`src/rtl/program_loader.sv`:
```
// Boot loader: receives a framed program image byte stream, writes little-endian
// words to instruction memory, and releases the processor once the checksum matches.
module program_loader #(
    parameter int ADDR_WIDTH = 10
) (
    input  logic                  clk,
    input  logic                  reset_i,
    input  logic [7:0]            rx_data_i,
    input  logic                  rx_valid_i,
    output logic                  rx_ready_o,
    output logic [ADDR_WIDTH-1:0] mem_addr_o,
    output logic [31:0]           mem_data_o,
    output logic                  mem_we_o,
    output logic                  cpu_reset_o,
    output logic                  done_o,
    output logic                  error_o
);

    typedef enum logic [2:0] {
        HDR_LO,
        HDR_HI,
        DATA,
        CSUM,
        RUN,
        ERROR
    } state_t;

    localparam logic [16:0] CAPACITY = 17'd1 << ADDR_WIDTH;

    state_t                state_reg;
    logic [15:0]           count_reg;
    logic [ADDR_WIDTH:0]   word_idx_reg;
    logic [1:0]            lane_reg;
    logic [7:0]            sum_reg;
    logic [23:0]           word_buf_reg;

    logic                  accept;
    logic [16:0]           hdr_count;
    logic [16:0]           words_done;

    // rx_ready_o is only high in loading states, so it gates every transfer.
    assign accept     = rx_valid_i & rx_ready_o;
    assign hdr_count  = {1'b0, rx_data_i, count_reg[7:0]};
    assign words_done = 17'(word_idx_reg) + 17'd1;

    always_ff @(posedge clk or posedge reset_i) begin
        if (reset_i) begin
            state_reg    <= HDR_LO;
            count_reg    <= '0;
            word_idx_reg <= '0;
            lane_reg     <= '0;
            sum_reg      <= '0;
            word_buf_reg <= '0;
            rx_ready_o   <= 1'b0;
            mem_addr_o   <= '0;
            mem_data_o   <= '0;
            mem_we_o     <= 1'b0;
            cpu_reset_o  <= 1'b1;
            done_o       <= 1'b0;
            error_o      <= 1'b0;
        end else begin
            mem_we_o <= 1'b0;
            case (state_reg)
                HDR_LO: begin
                    rx_ready_o <= 1'b1;
                    if (accept) begin
                        count_reg[7:0] <= rx_data_i;
                        state_reg      <= HDR_HI;
                    end
                end
                HDR_HI: begin
                    rx_ready_o <= 1'b1;
                    if (accept) begin
                        count_reg[15:8] <= rx_data_i;
                        if (hdr_count > CAPACITY) begin
                            state_reg  <= ERROR;
                            error_o    <= 1'b1;
                            rx_ready_o <= 1'b0;
                        end else if (hdr_count == 17'd0) begin
                            state_reg <= CSUM;
                        end else begin
                            state_reg <= DATA;
                        end
                    end
                end
                DATA: begin
                    rx_ready_o <= 1'b1;
                    if (accept) begin
                        sum_reg <= sum_reg + rx_data_i;
                        if (lane_reg == 2'd3) begin
                            mem_we_o     <= 1'b1;
                            mem_addr_o   <= word_idx_reg[ADDR_WIDTH-1:0];
                            mem_data_o   <= {rx_data_i, word_buf_reg};
                            lane_reg     <= 2'd0;
                            word_idx_reg <= words_done[ADDR_WIDTH:0];
                            if (words_done == {1'b0, count_reg})
                                state_reg <= CSUM;
                        end else begin
                            word_buf_reg[{lane_reg, 3'b000} +: 8] <= rx_data_i;
                            lane_reg <= lane_reg + 2'd1;
                        end
                    end
                end
                CSUM: begin
                    rx_ready_o <= 1'b1;
                    if (accept) begin
                        rx_ready_o <= 1'b0;
                        if (rx_data_i == sum_reg) begin
                            state_reg   <= RUN;
                            cpu_reset_o <= 1'b0;
                            done_o      <= 1'b1;
                        end else begin
                            state_reg <= ERROR;
                            error_o   <= 1'b1;
                        end
                    end
                end
                RUN, ERROR: begin
                    rx_ready_o <= 1'b0;
                end
                default: begin
                    state_reg  <= HDR_LO;
                    rx_ready_o <= 1'b0;
                end
            endcase
        end
    end

endmodule

```
`config.mk`:
```
export PLATFORM = sky130hd
export DESIGN_NAME = program_loader
export DESIGN_NICKNAME = d
export VERILOG_FILES = /design/src/rtl/program_loader.sv
export SDC_FILE = /design/constraint.sdc
export NUM_CORES = 1
export LEC_CHECK = 0
export ABC_CLOCK_PERIOD_IN_PS = 5300
export CORE_ASPECT_RATIO = 1.2
export CORE_MARGIN = 2
export CORE_UTILIZATION = 56
export DETAILED_ROUTE_END_ITERATION = 6
export GPL_TIMING_DRIVEN = 0
export PLACE_DENSITY = 0.79
export SETUP_SLACK_MARGIN = 0.3
export SKIP_CTS_REPAIR_TIMING = 1
export SYNTH_ARGS = -nofsm -noshare
export SYNTH_HDL_FRONTEND = slang
export SYNTH_SLANG_ARGS = --single-unit
export TNS_END_PERCENT = 50
```
`constraint.sdc`:
```
create_clock -name clk -period 5.3 [get_ports clk]
set_clock_uncertainty 0.15 [all_clocks]
set_input_delay 1.06 -clock clk [delete_from_list [all_inputs] [get_ports clk]]
set_output_delay 1.06 -clock clk [all_outputs]
set_load 0.01 [all_outputs]
```
==> flow_summary.ini, run 1 <==
[yosys]
synth.yosys.seq_area_share_pct = 53.6
yosysTopAreaCell = sky130_fd_sc_hd__dfrtp_1
mappedNetlistNets = 564
synth_top_area_share_pct = 53.1
netlist_area_sq_um = 5190
postSynthAreaPerCell_sq_um = 9.62
ys_seq_elements = 111
synth_ff_type = sky130_fd_sc_hd__dfrtp_1
async_flop_share_pct = 100
synth_edf_count = 0
synth_cells = 539
post_synth_cell_types = 54
synthTopCellsByArea = sky130_fd_sc_hd__dfrtp_1 53%, sky130_fd_sc_hd__nand2_1 14%, sky130_fd_sc_hd__mux2_2 3.7%
synth.yosys.warnings = 0

[floorplanning]
top_level_ports = 58
die_width_um = 91.9
die_h_um = 109
area_of_the_die_sq_um = 10100
floorplan.core_area_sq_um = 9030
floorplan.initialDensity_pct = 57.4
rows = 38

[cts]
numCtsBuffers = 9
cts-htree-levels = 3
clockBufferDepth = 2
tritoncts = built
clockRootBuffer = sky130_fd_sc_hd__clkbuf_8
cts.reportedPaths.clkPinSlew_ps = 100
cts_sinks = 111
clock_insertion_delay_worst_skew_ps = 380

[power_and_ir_drop]
cellPowerDensity_nw_per_um2 = 231
power.static_leakage_nw = 2.96
worst_ir_drop_vdd_mv = 0.115

[route]
wirelength_um = 11300
detail_route.vias_per_cell = 5.42
drt.antenna.violating_nets = 0
drc = 0
wire_per_inst_um = 15.4
detailedRoute.firstPassIterationCount = 5
dr_total_vias = 3965
dr.first_iter.drc_count = 259

[global_route]
grt_first_pass_wirelength_um = 18800
grt_pass1_vias = 3878
grt_start_max_net_pins = 74
antenna_found_initial = 0
grtUsageTotal_pct = 24.0
overflow = 0

[critical_path]
cp_max_fo = 8
critical_path_class = input pin to flip-flop
worstSetupEndpointType = flip-flop
r2r.worst_path.cells = 7
path_buf_inv = 2
cpPeakStageDelay_ps = 770
crit_path_cell_trace = clkdlybuf4s50_1 -> ha_1 -> inv_1 -> fa_1 -> nor2b_1 -> o21ai_0 -> a21boi_0 -> o21a_1 -> nor3_1 -> o31ai_1
slowest_stage = sky130_fd_sc_hd__clkdlybuf4s50_1
timing.critical_path.required_ps = 5440
setup.worst_path.start_class = input pin
number_of_cells_on_the_critical_path = 10
worst-endpoint-arrival_ps = 3500
critical-path-top-delay-family = buffers and inverters

[min_path]
number_of_cells_on_the_worst_hold_path = 2
holdCritPathClass = flip-flop to flip-flop

[run_status]
run_status = complete, no violations

[finish]
instances_no_fill = 731
largest_register_ff_count = 32
postLayoutCoreUtil_pct = 67.8
drive_above_1_share_pct = 10.6
n_fill_cell = 730
design.final.nets = 632
diodes = 0
seq_area_sq_um = 2780
areaGrowthSynthToFinish_pct = 18.2
multi_input_comb_area_sq_um = 2220

[sta]
maxClockFrequency_mhz = 298
worst-slew-pin-transition_ps = 893
final_period_minus_worst_setup_slack_ps = 3360
fin_crit_share_pct = 63.4
timing.slew.headroom_pct = 40.3
setup_viol_count_final = 0
rsz0062_at_grt = false
finalHoldViolations = 0
maxSlewViolCount = 0

[placed_design]
post-dp-hpwl_um = 7820
gp_routability_congestion = 0.838
dpl.cell_count = 716
port-buffer-count = 56

[run]
maxCapViolCount = 0
## layout by cell type, fill, tap and decap left out, types with 3 or more instances in the layout
cell type and instances:
sky130_fd_sc_hd__xnor2_1 13, sky130_fd_sc_hd__nand4_1 7, sky130_fd_sc_hd__inv_1 9, sky130_fd_sc_hd__mux2_2 17
sky130_fd_sc_hd__nor4_1 4, sky130_fd_sc_hd__xor2_1 13, sky130_fd_sc_hd__o21ai_0 34, sky130_fd_sc_hd__a31oi_1 3
sky130_fd_sc_hd__clkbuf_1 8, sky130_fd_sc_hd__nor3_1 8, sky130_fd_sc_hd__buf_2 11, sky130_fd_sc_hd__nor3b_1 4
sky130_fd_sc_hd__ha_1 13, sky130_fd_sc_hd__buf_4 6, sky130_fd_sc_hd__nand2_1 196, sky130_fd_sc_hd__nor2_1 18
sky130_fd_sc_hd__o21bai_1 3, sky130_fd_sc_hd__clkbuf_8 10, sky130_fd_sc_hd__nand3_1 8, sky130_fd_sc_hd__a21oi_1 4
sky130_fd_sc_hd__dfrtp_1 110, sky130_fd_sc_hd__clkdlybuf4s50_1 56, sky130_fd_sc_hd__o31ai_1 3, sky130_fd_sc_hd__o21ai_1 5
## worst paths after layout
path | from | end | slack [ps]
setup / recovery | rx_data_i[0] | sum_reg[6]$_DFFE_PP0P_ | 1940
hold / removal | mem_data_o[6]$_DFFE_PP0P_ | mem_data_o[6]$_DFFE_PP0P_ | 330
setup reg to reg | state_reg[2]$_DFFE_PP0P_ | mem_data_o[23]$_DFFE_PP0P_ | 2900
hold reg to reg | mem_data_o[6]$_DFFE_PP0P_ | mem_data_o[6]$_DFFE_PP0P_ | 330
max in group asynchronous | reset_i | cpu_reset_o$_DFFE_PP1P_ | 3330
min in group asynchronous | reset_i | mem_data_o[9]$_DFFE_PP0P_ | 900
## power by group
part / internal [mW] / total (mW) / switching [mW]
registers: 0.846 / 0.846 / 0
clock network: 0.233 / 0.520 / 0.286
logic: 0.0130 / 0.0477 / 0.0347
## cells in the mapped netlist (all sizes together) (2+ instances only)
cell type / instances
or3: 3
and3: 2
dfrtp: 110
nor2b: 2
o21bai: 3
nand2: 196
nor3: 10
clkbuf: 8
buf: 19
nand4: 9
o21a: 2
o31ai: 3
mux2i: 2
a31oi: 3
inv: 10
nor4: 4
nor2: 18
mux2: 17
a21oi: 4
a21o: 2
nand3: 8
xnor2: 13
a221oi: 2
o21ai: 39
nand3b: 2
nor3b: 5
xor2: 13
and4: 2
o211ai: 2
ha: 13
## layout make-up
class	count	share of cell area, %
repair buffers	57	9.60
well taps	120	2.45
plain buffers	27	2.49
flip-flops and latches	111	45.3
clock buffers	10	2.25
clock inverters	5	1.04
multi-input cells	391	36.2
inverters	10	0.653
## metal layers
layer  global-route usage, %  vias up  share of wire, %
met5                       0        -                 0
met4                    10.8        0               2.1
met3                    3.63       18               4.3
met2                    39.3      103                50
met1                    32.2     1920                44
li1                        -     1924                 -
## through the flow
stage | worst slack (ps) | setup TNS (ps) | hold slack [ps] | instance area (sq um) | total power, mW
after global routing | 1830 | 0 | 346 | 6130 | 1.46
after CTS | 1970 | 0 | 337 | 6130 | 1.42
after detailed placement | 1580 | 0 | 307 | 5930 | 0.911
after floorplan | 1160 | 0 | 289 | 5190 | 0.885
final | 1940 | 0 | 330 | 6130 | 1.41
after global placement | -277 | -29740 | 301 | 5900 | 0.908
## cell families after synthesis
logic type / synth area share, %
flops: 53.6
compound gates: 7.96
simple gates: 22.8
buf+inv: 3.67
fa+ha+maj: 3.52
xor+xnor: 4.39
mux: 4.08
## worst reg2reg max path, cell delays in order (launching register included)
cell and delay, ps:
sky130_fd_sc_hd__dfrtp_1 380, sky130_fd_sc_hd__nand3b_1 290, sky130_fd_sc_hd__nor3b_2 420, sky130_fd_sc_hd__nand2_1 260
sky130_fd_sc_hd__clkbuf_1 340, sky130_fd_sc_hd__buf_2 300, sky130_fd_sc_hd__nand2_1 100, sky130_fd_sc_hd__nand2_1 60
(Power assumes the default switching activity.)
==> inputs of run 2 (changes only) <==
--- a/config.mk
+++ b/config.mk
@@ -5,13 +5,13 @@
 export SDC_FILE = /design/constraint.sdc
 export NUM_CORES = 1
 export LEC_CHECK = 0
-export ABC_CLOCK_PERIOD_IN_PS = 5300
+export ABC_CLOCK_PERIOD_IN_PS = 3000
 export CORE_ASPECT_RATIO = 1.2
 export CORE_MARGIN = 2
-export CORE_UTILIZATION = 56
+export CORE_UTILIZATION = 51
 export DETAILED_ROUTE_END_ITERATION = 6
 export GPL_TIMING_DRIVEN = 0
-export PLACE_DENSITY = 0.79
+export PLACE_DENSITY = 0.76
 export SETUP_SLACK_MARGIN = 0.3
 export SKIP_CTS_REPAIR_TIMING = 1
 export SYNTH_ARGS = -nofsm -noshare
==> constraint.sdc (replaced) <==
create_clock -name clk -period 3 [get_ports clk]
set_clock_uncertainty 0.15 [all_clocks]
set_input_delay 0.6 -clock clk [delete_from_list [all_inputs] [get_ports clk]]
set_output_delay 0.6 -clock clk [all_outputs]
set_load 0.01 [all_outputs]
==> run 2 against run 1 <==
Compared with the run above:
- via count rose by 0.55%
- flip-flop and latch count unchanged
- combinational power up 83%
- wire length grew 4.0%
- cell count rose by 1.1%
- non-clock buffer count up 1
==> flow_summary.ini, run 2 (synthesis results as in run 1) <==
[sta]
min_setup_slack_post_route_ps = 370
setup_viol_count_final = 0
rsz0062_at_grt = true
maxSlewViolCount = 0
worst-slew-pin-transition_ps = 970
maxClockFrequency_mhz = 380
finalHoldViolations = 0
final_period_minus_worst_setup_slack_ps = 2630
final.setup.tns_ps = 0
fin_crit_share_pct = 87.7
timing.slew.headroom_pct = 35.2

[placed_design]
gp_routability_congestion = 0.867
post-dp-hpwl_um = 8240
dpl.cell_count = 723
dp_worst_setup_slack_ps = -267
port-buffer-count = 56

[finish]
layout.cells.most_common = sky130_fd_sc_hd__nand2_1
largest_register_ff_count = 32
drive_above_1_share_pct = 11.1
design.final.nets = 633
most-common-layout-cells = 196 x sky130_fd_sc_hd__nand2_1, 110 x sky130_fd_sc_hd__dfrtp_1, 52 x sky130_fd_sc_hd__clkdlybuf4s50_1
diodes = 0
instances_no_fill = 739
areaGrowthSynthToFinish_pct = 21.1
postLayoutCoreUtil_pct = 63.0
n_fill_cell = 836

[critical_path]
worst_reg2reg_startpoint = state_reg[2]$_DFFE_PP0P_
worst_setup_path_endpoint = mem_data_o[27]$_DFFE_PP0P_
timing.critical_path.required_ps = 3140
setup.worst_path.start_class = input pin
critical_path_class = input pin to flip-flop
worst_setup_path_startpoint = rx_valid_i
worst-endpoint-arrival_ps = 2780
r2r.worst_path.cells = 8
cp_max_fo = 10
ff2ff_setup_slack_ps = 730
rr_endpoint = mem_data_o[27]$_DFFE_PP0P_
worstSetupEndpointType = flip-flop

[floorplanning]
top_level_ports = 58
floorplan.core_area_sq_um = 9960
die_width_um = 96.1
area_of_the_die_sq_um = 11000
die_h_um = 114
floorplan.initialDensity_pct = 52.1
rows = 40

[power_and_ir_drop]
worst_ir_drop_vdd_mv = 0.308
power.static_leakage_nw = 3.04
power_mw = 2.86
cellPowerDensity_nw_per_um2 = 456

[cts]
clockBufferDepth = 2
cts.reportedPaths.clkPinSlew_ps = 70
cts_sinks = 111
clockRootBuffer = sky130_fd_sc_hd__clkbuf_16
tritoncts = built
cts-htree-levels = 3
clock_insertion_delay_worst_skew_ps = 360
numCtsBuffers = 9

[route]
detail_route.vias_per_cell = 5.40
drt.antenna.violating_nets = 0
detailedRoute.firstPassIterationCount = 4
wirelength_um = 11700
dr_total_vias = 3987
wire_per_inst_um = 15.9
drc = 0
dr.first_iter.drc_count = 157

[min_path]
number_of_cells_on_the_worst_hold_path = 2
holdCritPathClass = flip-flop to flip-flop

[global_route]
overflow = 0
antenna_found_initial = 0
grtUsageTotal_pct = 23.1
grt_first_pass_wirelength_um = 19300
grt_pass1_vias = 3918
grt_start_max_net_pins = 41

[run_status]
run_status = complete, no violations

[run]
maxCapViolCount = 0
## run 2: area by class of cell
cell class                      instances  area, sq um  area share [%]
Buffer                                 27          154            2.45
Clock buffer                           11          233            3.71
Clock inverter                          5         81.3            1.30
Inverter                               10         41.3           0.658
Multi-Input combinational cell        391         2230            35.5
Sequential cell                       111         2780            44.3
Tap cell                              126          158            2.51
Timing Repair Buffer                   58          603            9.61
## run 2: stage by stage
stage,hold WS (ps),area [sq um]
after floorplan,289,5190
after global placement,302,5910
after detailed placement,298,5950
after CTS,326,6260
after global routing,339,6280
final,322,6280
## run 2: how the worst min path moves through the flow
stage                                       from                         end  slack [ps]
floorplan           word_buf_reg[15]$_DFFE_PP0P_  mem_data_o[15]$_DFFE_PP0P_         290
global placement    word_buf_reg[14]$_DFFE_PP0P_  mem_data_o[14]$_DFFE_PP0P_         300
detailed placement  word_buf_reg[23]$_DFFE_PP0P_  mem_data_o[23]$_DFFE_PP0P_         300
CTS                 word_buf_reg[13]$_DFFE_PP0P_  mem_data_o[13]$_DFFE_PP0P_         330
global route           mem_data_o[6]$_DFFE_PP0P_   mem_data_o[6]$_DFFE_PP0P_         340
finish               word_buf_reg[5]$_DFFE_PP0P_   mem_data_o[5]$_DFFE_PP0P_         320
## run 2: routing by layer
layer  vias to the layer above  share of wire (%)  GRT usage (%)  wire length, um
met4                         0                2.8           10.7              328
met5                         -                  0              0                0
met3                        24                4.1           4.02              484
li1                       1928                  -              -                -
met2                        88                 50           37.4             5910
met1                      1947                 43           30.0             5010
## run 2: where the power goes
part           leakage (nW)  internal, mW  switching [mW]
combinational          1.37        0.0239          0.0634
clock                 0.150         0.734           0.546
sequential             1.53          1.50               0
total                  3.04          2.25           0.609
## run 2: critical path, cell delays in order
cell and delay, ps:
sky130_fd_sc_hd__clkdlybuf4s50_1 530, sky130_fd_sc_hd__nand3b_1 260, sky130_fd_sc_hd__nor3b_4 370, sky130_fd_sc_hd__nand2_1 230
sky130_fd_sc_hd__inv_1 120, sky130_fd_sc_hd__buf_2 250, sky130_fd_sc_hd__buf_4 230, sky130_fd_sc_hd__nand2_1 70
sky130_fd_sc_hd__nand2_1 90
==> inputs of run 3 (changes only) <==
--- a/config.mk
+++ b/config.mk
@@ -17,4 +17,4 @@
 export SYNTH_ARGS = -nofsm -noshare
 export SYNTH_HDL_FRONTEND = slang
 export SYNTH_SLANG_ARGS = --single-unit
-export TNS_END_PERCENT = 50
+export TNS_END_PERCENT = 100
==> results of run 3 <==
Same layout as run 2: the final DEF is identical, and so are final timing and power.
